## config.mk

```make
export PLATFORM = sky130hd
export DESIGN_NAME = ifft8_seq
export DESIGN_NICKNAME = d
export VERILOG_FILES = /design/src/rtl/ifft8_seq.sv
export SDC_FILE = /design/constraint.sdc
export NUM_CORES = 2
export LEC_CHECK = 0
export CAP_MARGIN = 20
export CELL_PAD_IN_SITES_DETAIL_PLACEMENT = 0
export CELL_PAD_IN_SITES_GLOBAL_PLACEMENT = 1
export CORE_UTILIZATION = 40
export DETAILED_ROUTE_END_ITERATION = 10
export GPL_TIMING_DRIVEN = 0
export PLACE_DENSITY = 0.74
export SLEW_MARGIN = 10
export SYNTH_ARGS = -nofsm -noshare
export SYNTH_HDL_FRONTEND = slang
export SYNTH_SLANG_ARGS = --single-unit
```

## constraint.sdc

```tcl
create_clock -name clk -period 15.1 [get_ports clk]
set_clock_uncertainty 0.2 [all_clocks]
set_input_delay 3.775 -clock clk [delete_from_list [all_inputs] [get_ports clk]]
set_output_delay 3.775 -clock clk [all_outputs]
set_load 0.05 [all_outputs]
```

## src/rtl/ifft8_seq.sv

```systemverilog
`timescale 1ns/1ps
// ifft8_seq
// Sequential 8-point radix-2 DIT inverse FFT built around one shared butterfly.
// Bins arrive in natural order and are stored bit-reversed. Three stages of four
// butterflies each (12 cycles) run in place with a 1/2 scale per stage, which
// gives a true 1/8-scaled IFFT. Samples then leave in natural order.
//
// Ports
//   clk        system clock, rising edge
//   rst_n      asynchronous reset, ACTIVE-HIGH despite the name
//   in_valid   input bin present
//   in_ready   bin accepted this cycle (high only while loading)
//   in_r/in_i  bin real / imaginary part, DW-bit signed
//   out_valid  output sample present
//   out_ready  downstream accepts the sample
//   out_r/out_i sample real / imaginary part, DW-bit signed
//   out_last   high with sample 7
//   busy       high while computing or emitting
module ifft8_seq #(
  parameter int DW = 12,
  parameter int TW = 12
) (
  input  logic                 clk,
  input  logic                 rst_n,
  input  logic                 in_valid,
  output logic                 in_ready,
  input  logic signed [DW-1:0] in_r,
  input  logic signed [DW-1:0] in_i,
  output logic                 out_valid,
  input  logic                 out_ready,
  output logic signed [DW-1:0] out_r,
  output logic signed [DW-1:0] out_i,
  output logic                 out_last,
  output logic                 busy
);

  localparam int FB = TW - 2;       // fraction bits of the Q2.x twiddle
  localparam int MW = DW + TW + 1;  // full complex-product width
  localparam int PW = DW + 2;       // width the scaled product is held at
  localparam int SW = PW + 1;       // butterfly sum width

  typedef enum logic [1:0] {S_LOAD, S_CALC, S_OUT} state_t;

  state_t r_state, w_state_next;
  logic [2:0] r_cnt;
  logic [3:0] r_bcnt;
  logic [2:0] r_ocnt;
  logic signed [DW-1:0] r_re [8];
  logic signed [DW-1:0] r_im [8];

  // Butterfly address / twiddle decode: stage = bcnt[3:2], butterfly j = bcnt[1:0]
  logic [1:0] w_stage, w_j, w_t;
  logic [2:0] w_p, w_q;
  assign w_stage = r_bcnt[3:2];
  assign w_j     = r_bcnt[1:0];

  always_comb begin
    w_p = {w_j, 1'b0};
    w_q = {w_j, 1'b1};
    w_t = 2'd0;
    case (w_stage)
      2'd0: begin  // span 1: pairs (2j, 2j+1), twiddle 0
        w_p = {w_j, 1'b0};
        w_q = {w_j, 1'b1};
        w_t = 2'd0;
      end
      2'd1: begin  // span 2: group j[1], offset j[0], twiddle 2*offset
        w_p = {w_j[1], 1'b0, w_j[0]};
        w_q = {w_j[1], 1'b1, w_j[0]};
        w_t = {w_j[0], 1'b0};
      end
      default: begin  // span 4: single group, twiddle = offset
        w_p = {1'b0, w_j};
        w_q = {1'b1, w_j};
        w_t = w_j;
      end
    endcase
  end

  // Conjugate twiddles W^-t
  logic signed [TW-1:0] w_wr, w_wi;
  always_comb begin
    w_wr = TW'(1024);
    w_wi = '0;
    case (w_t)
      2'd0: begin w_wr = TW'(1024);  w_wi = TW'(0);    end
      2'd1: begin w_wr = TW'(724);   w_wi = TW'(724);  end
      2'd2: begin w_wr = TW'(0);     w_wi = TW'(1024); end
      default: begin w_wr = -TW'(724); w_wi = TW'(724); end
    endcase
  end

  // Operands, sign-extended to the product width
  logic signed [DW-1:0] w_ar, w_ai, w_br, w_bi;
  assign w_ar = r_re[w_p];
  assign w_ai = r_im[w_p];
  assign w_br = r_re[w_q];
  assign w_bi = r_im[w_q];

  logic signed [MW-1:0] w_br_x, w_bi_x, w_wr_x, w_wi_x, w_pr_full, w_pi_full;
  assign w_br_x = {{(MW-DW){w_br[DW-1]}}, w_br};
  assign w_bi_x = {{(MW-DW){w_bi[DW-1]}}, w_bi};
  assign w_wr_x = {{(MW-TW){w_wr[TW-1]}}, w_wr};
  assign w_wi_x = {{(MW-TW){w_wi[TW-1]}}, w_wi};
  assign w_pr_full = w_br_x * w_wr_x - w_bi_x * w_wi_x;
  assign w_pi_full = w_br_x * w_wi_x + w_bi_x * w_wr_x;

  // Slicing off the fraction bits is a floor shift for two's complement
  logic signed [PW-1:0] w_pr, w_pi;
  assign w_pr = w_pr_full[FB+PW-1:FB];
  assign w_pi = w_pi_full[FB+PW-1:FB];

  logic signed [SW-1:0] w_sum_r, w_sum_i, w_dif_r, w_dif_i;
  assign w_sum_r = {{(SW-DW){w_ar[DW-1]}}, w_ar} + {w_pr[PW-1], w_pr};
  assign w_sum_i = {{(SW-DW){w_ai[DW-1]}}, w_ai} + {w_pi[PW-1], w_pi};
  assign w_dif_r = {{(SW-DW){w_ar[DW-1]}}, w_ar} - {w_pr[PW-1], w_pr};
  assign w_dif_i = {{(SW-DW){w_ai[DW-1]}}, w_ai} - {w_pi[PW-1], w_pi};

  // Clamp a PW-bit value to DW bits: overflow when the top three bits disagree
  function automatic logic signed [DW-1:0] sat(input logic signed [PW-1:0] v);
    if (v[PW-1:DW-1] == '0 || v[PW-1:DW-1] == '1) sat = v[DW-1:0];
    else if (v[PW-1])                               sat = {1'b1, {(DW-1){1'b0}}};
    else                                            sat = {1'b0, {(DW-1){1'b1}}};
  endfunction

  // Dropping bit 0 of the sum is the floor halving
  logic signed [DW-1:0] w_a_r, w_a_i, w_b_r, w_b_i;
  assign w_a_r = sat(w_sum_r[SW-1:1]);
  assign w_a_i = sat(w_sum_i[SW-1:1]);
  assign w_b_r = sat(w_dif_r[SW-1:1]);
  assign w_b_i = sat(w_dif_i[SW-1:1]);

  // Next state and handshake outputs
  always_comb begin
    w_state_next = r_state;
    in_ready     = 1'b0;
    out_valid    = 1'b0;
    busy         = 1'b0;
    case (r_state)
      S_LOAD: begin
        in_ready = 1'b1;
        if (in_valid && r_cnt == 3'd7) w_state_next = S_CALC;
      end
      S_CALC: begin
        busy = 1'b1;
        if (r_bcnt == 4'd11) w_state_next = S_OUT;
      end
      default: begin
        busy      = 1'b1;
        out_valid = 1'b1;
        if (out_ready && r_ocnt == 3'd7) w_state_next = S_LOAD;
      end
    endcase
  end

  assign out_r    = out_valid ? r_re[r_ocnt] : '0;
  assign out_i    = out_valid ? r_im[r_ocnt] : '0;
  assign out_last = out_valid && (r_ocnt == 3'd7);

  always_ff @(posedge clk or posedge rst_n) begin
    if (rst_n) begin
      r_state <= S_LOAD;
      r_cnt   <= '0;
      r_bcnt  <= '0;
      r_ocnt  <= '0;
      for (int n = 0; n < 8; n++) begin
        r_re[n] <= '0;
        r_im[n] <= '0;
      end
    end else begin
      r_state <= w_state_next;
      case (r_state)
        S_LOAD: begin
          if (in_valid) begin
            // bins land bit-reversed so the DIT stages read them in place
            r_re[{r_cnt[0], r_cnt[1], r_cnt[2]}] <= in_r;
            r_im[{r_cnt[0], r_cnt[1], r_cnt[2]}] <= in_i;
            r_cnt <= r_cnt + 3'd1;
          end
        end
        S_CALC: begin
          r_re[w_p] <= w_a_r;
          r_im[w_p] <= w_a_i;
          r_re[w_q] <= w_b_r;
          r_im[w_q] <= w_b_i;
          r_bcnt    <= (r_bcnt == 4'd11) ? 4'd0 : r_bcnt + 4'd1;
        end
        default: begin
          if (out_ready) r_ocnt <= r_ocnt + 3'd1;
        end
      endcase
    end
  end

endmodule

```

# After elaboration in Yosys (flattened, before gate mapping)
# Cells that the tools add are included.
# totals
mem_bits_rw,0
regBits,204
input_bits,28
latch_bits,0
n_memories,0
out_inout_bits,28
elab_cells,140
romBits,0
# op_classes
muxes,57
shifts,0
n_eq_ne,14
mul,4
addsub,9
bitwise,5
n_lt_le_gt_ge,7
n_reduce_logical,24
div,0
# op_table
op,n
96-bit bitwise mux,6
96-bit case mux with 2 select lines,2
12-bit two-way mux,25
12-bit binary-select mux with 3-bit select,6
96-bit two-way mux,2
12-bit demux with 3-bit select,3
12-bit by 12-bit multiplier with 24-bit output,4
12-bit case mux with 3 select lines,1
12-bit by 14-bit adder with 15-bit output,2
12-bit by 14-bit subtractor with 15-bit output,2
24-bit adder,1
24-bit subtractor,1
11-bit case mux with 2 select lines,1
"3-bit == test, second input constant",6
"4-bit >= comparator, second input constant",4
3-bit NOT with 4-bit output,4
3-bit logical NOT,4
"4-bit by 1-bit less-than comparator with 1-bit output, second input constant",3
3-bit case mux with 2 select lines,2
2-bit case mux with 2 select lines,2
"3-bit by 1-bit adder with 3-bit output, second input constant",2
"2-bit by 1-bit == test with 1-bit output, second input constant",3
1-bit logical AND,6
2-bit logical NOT,3
14 further kinds,25

# Logic depth before layout (Yosys ltp)
# logic_depth
word_depth,15
depth_mapped,48
depth_no_buf,41

# Worst setup path after synthesis
# OpenSTA, ideal clock, no wires.
# synth_path
path_kind,register to register
from,register r_bcnt[0]
to,register r_re[32] in the netlist's numbering
path_stages_with_launch,46
path_buffers,7
synth_period_minus_slack_ns,11.490
required_time_ns,14.766
arrival_time_ns,11.156
slack_ns,3.610
setup_ns,0.134
cell_sequence,dfrtp_1 buf_4 clkbuf_1 clkinv_1 nand2_1 clkbuf_1 clkbuf_1 buf_1 nand2_1 nand3_1 o2111a_1 nand2_1 fa_1 inv_1 fa_1 inv_1 fa_1 inv_1 (+10 left out) o21ai_0 o41a_1 and2_1 or2_2 a21oi_1 xnor2_1 ha_1 clkbuf_1 clkinv_1 and3_1 a2111o_1 nor3b_1 nor3_1 or2_2 clkbuf_1 a21oi_1 o221a_2 a211oi_2
# synth_between
elab_chain_len,14
elab_cells_between_ends,47
classes_between,3 x add/sub; 2 x mul; 4 x order compare; 4 x eq/ne; 25 x mux; 2 x bitwise; 7 x reduce/logical
# synth_lines
element,line,rtl
from (decl),46,logic [3:0] r_bcnt;
from (signal assigned),186,r_bcnt <= (r_bcnt == 4'd11) ? 4'd0 : r_bcnt + 4'd1;
3-bit case mux with 2 select lines,61,case (w_stage)
3-bit NOT with 4-bit output (implied by the code),"97, 98, 184",
"12-bit binary-select mux with 3-bit select, on equally long branches","97, 98",
"12-bit two-way mux, on equally long branches (2 in a row)","97, 98",
12-bit by 12-bit multiplier with 24-bit output,105,assign w_pr_full = w_br_x * w_wr_x - w_bi_x * w_wi_x;
24-bit subtractor,105,
12-bit by 14-bit adder with 15-bit output,114,"assign w_sum_r = {{(SW-DW){w_ar[DW-1]}}, w_ar} + {w_pr[PW-1], w_pr};"
3-bit == test or 3-bit logical NOT (tied branches),121,if (v[PW-1:DW-1] == '0 || v[PW-1:DW-1] == '1) sat = v[DW-1:0];
1-bit logical OR,121,
12-bit two-way mux,121,
96-bit bitwise mux,182,r_re[w_p] <= w_a_r;
96-bit bitwise mux *,184,r_re[w_q] <= w_b_r;
96-bit case mux with 2 select lines *,172,case (r_state)
"to (signal, indexed assignment)",176,"r_re[{r_cnt[0], r_cnt[1], r_cnt[2]}] <= in_r;"
"to (signal, indexed assignment)",182,
"to (signal, indexed assignment)",184,
to (decl),48,logic signed [DW-1:0] r_re [8];
# Every way passes the cells marked *; elsewhere a longest branch is shown, timed or not. The select of a mux whose other input is x is not followed.
# A chain may end at the register's enable or synchronous reset.

# Final worst setup path
# Ends and elaborated chain as after synthesis.

==> out/metrics.yaml <==
routing:
  drc: 0
  wirelength_um: 150000
  routed_via_density: 6.32
  via_count: 30900
  detail-route-antenna-nets: 0
  wire_per_inst_um: 30.6
  drt_first_pass_iters: 6
  drt_iter0_markers: 4293
die:
  num_rows: 102
  start_util_pct: 40.7
  die_y_um: 284
  die_area_um2: 80500
  die_x_um: 284
  io_pins: 56
  core_um2: 78000
sta:
  worst_slew_pin_slew_ps: 1420
  max_freq_ghz: 0.0677
  finalSetupViolCount: 0
  period_share_pct: 97.8
  max_slew_margin_pct: 5.59
  hold_violations: 0
  rsz0062_at_grt: "false"
  hold_slack_ps: 326
  final.setup.worst_slack_ps: 327
  min_period_ps: 14770
  slew_violations: 0
setup_path:
  worstPathArrival_ps: 15010
  path_max_fanout: 10
  cp-start-kind: "flip-flop"
  rr_endpoint: "r_re[32]"
  rrSetupSlack_ps: 330
  path_class: "flip-flop to flip-flop"
  cpMostUsedCell: "inv_1"
  cpMaxStageDelayCell: "clkbuf_1"
  max_stage_delay_ps: 830
  r2r_cells: 46
  end_kind: "flip-flop"
  startpoint: "r_bcnt[0]"
  critPathRequiredTime_ps: 15330
  r2r_start: "r_bcnt[0]"
final_layout:
  seqCellArea_um2: 5100
  drive_gt1_share_pct: 6.20
  nets: 4518
  nFillCells: 7845
  multi_input_comb_area_um2: 23800
  syn_to_final_growth_pct: 10.4
synthesis:
  seq_area_frac_synth_pct: 16.1
  synth_area_um2: 31800
  syn_inst: 3694
  synth.distinct_cells: 91
  yosys_warnings: 0
  synth_common_cells: "576 x inv_1, 374 x nand2_1, 356 x fa_1"
  netlist.area_leader.share_pct: 22.4
  async_reset_ff_share_pct: 100
  synth-seq-cells: 204
  synth_enable_flop_cells: 0
  synthTopCellsByArea: "fa_1 22%, dfrtp_1 16%, ha_1 12%"
  ys.flop_type: "dfrtp_1"
  synth.net_count: 4392
  synth_most_common_cell: "inv_1"
  yosysTopAreaCell: "fa_1"
  avgSynthCellArea_um2: 8.60
cts:
  clkTransAtPathRegs_ps: 60
  clockBufferDepth: 3
  clock_latency_ps: 570
  cts_root_buffer: "clkbuf_16"
  numClockSinks: 204
  htree_levels: 1
  cts_buffers: 25
  cts_tree: "done"
  cts.hold.buffers_added: 0
run:
  cap_violations: 0
grt:
  grt_max_degree: 97
  antenna_found_initial: 8
  gr-usage-all-layers_pct: 37.0
  grt_pass1_vias: 30600
  grt_overflow: 0
  grt_pass1_wl_um: 215000
place:
  dp.final_hpwl_um: 115000
  place_ws_ps: -884
  numPortBuffers: 54
  gp_congestion: 1.08
min_path:
  hold_depth: 2
  hold_start: "r_re[84]"
  min_to: "r_re[84]"
  min_path_type: "flip-flop to flip-flop"
outcome:
  status: "complete, no violations"
==> metal layers <==
layer,part of all wire (%),track usage (%)
met5,0.057,0.833
met4,7.9,22.9
met3,12,11.9
met2,42,54.3
met1,38,47.0
==> sequential cells by signal, summed over array words and instances, names as in the netlist <==
register  count
r_im         96
r_bcnt        4
r_state       2
r_re         96
r_ocnt        3
r_cnt         3
==> worst max-delay path, delay by kind of cell (launching register included) <==
family | cells | cell delay [ps]
buf+inv | 16 | 4420
fa+ha+maj | 9 | 4000
compound gates | 11 | 3420
simple gates | 9 | 1980
flops | 1 | 340
xor+xnor | 1 | 200
==> worst max-delay path by stage <==
stage / to / slack (ps)
final: r_re[32] / 330
after global routing: r_re[56] / 3
after CTS: r_im[22] / 90
after detailed placement: r_re[32] / -880
after global placement: r_re[32] / -920
after floorplan: r_re[32] / 3610
==> placed cells by master, fill, tap and decap left out, drive strengths merged, types with 26 or more instances in the layout <==
cell type / count
a221oi: 36
nor2: 243
xor2: 27
buf: 72
ha: 314
mux2i: 29
and2: 26
fa: 356
o22ai: 43
nor4: 36
o21ai: 296
inv: 577
mux4: 48
o221ai: 116
dfrtp: 204
nor3: 35
clkdlybuf4s50: 54
nor2b: 36
clkbuf: 212
nand2: 374
a21o: 34
a21oi: 162
nand3: 119
xnor2: 75
==> final cells by class <==
type,instances,share of cell area [%]
repair buffers,100,3.00
clock inverters,9,0.285
flip-flops and latches,204,14.6
inverters,583,6.26
diodes,14,0.0999
well taps,1040,3.71
clock buffers,36,2.04
plain buffers,202,2.30
multi-input cells,2704,67.7
==> stage by stage <==
stage	TNS [ps]	std cells	util (%)	cell area [um^2]
6_report	0	4892	45.0	35100
5_1_grt	0	4878	44.9	35000
4_1_cts	0	4865	44.7	34800
3_5_place_dp	-26510	4820	43.6	34000
3_3_place_gp	-30810	4788	43.1	33600
2_1_floorplan	0	3694	-	31800
==> cell families after synthesis <==
kind of cell,synth area share [%]
adders and majority gates,34.8
DFF,16.1
AOI/OAI and AO/OA,18.3
and+or+nand+nor,14.0
xor gates and xnor gates,2.87
muxes,4.50
buffers and inverters,9.39
==> repair_timing <==
item                                    4_1_cts  5_1_grt
endpoints found under the setup margin       80      175
cloned                                        0        0
buffers inserted                              0        0
resized for setup                             8       27
Power is left out: the tool's default activity adds up to more than one toggle a clock period on the data nets, which glitch-free logic cannot reach.
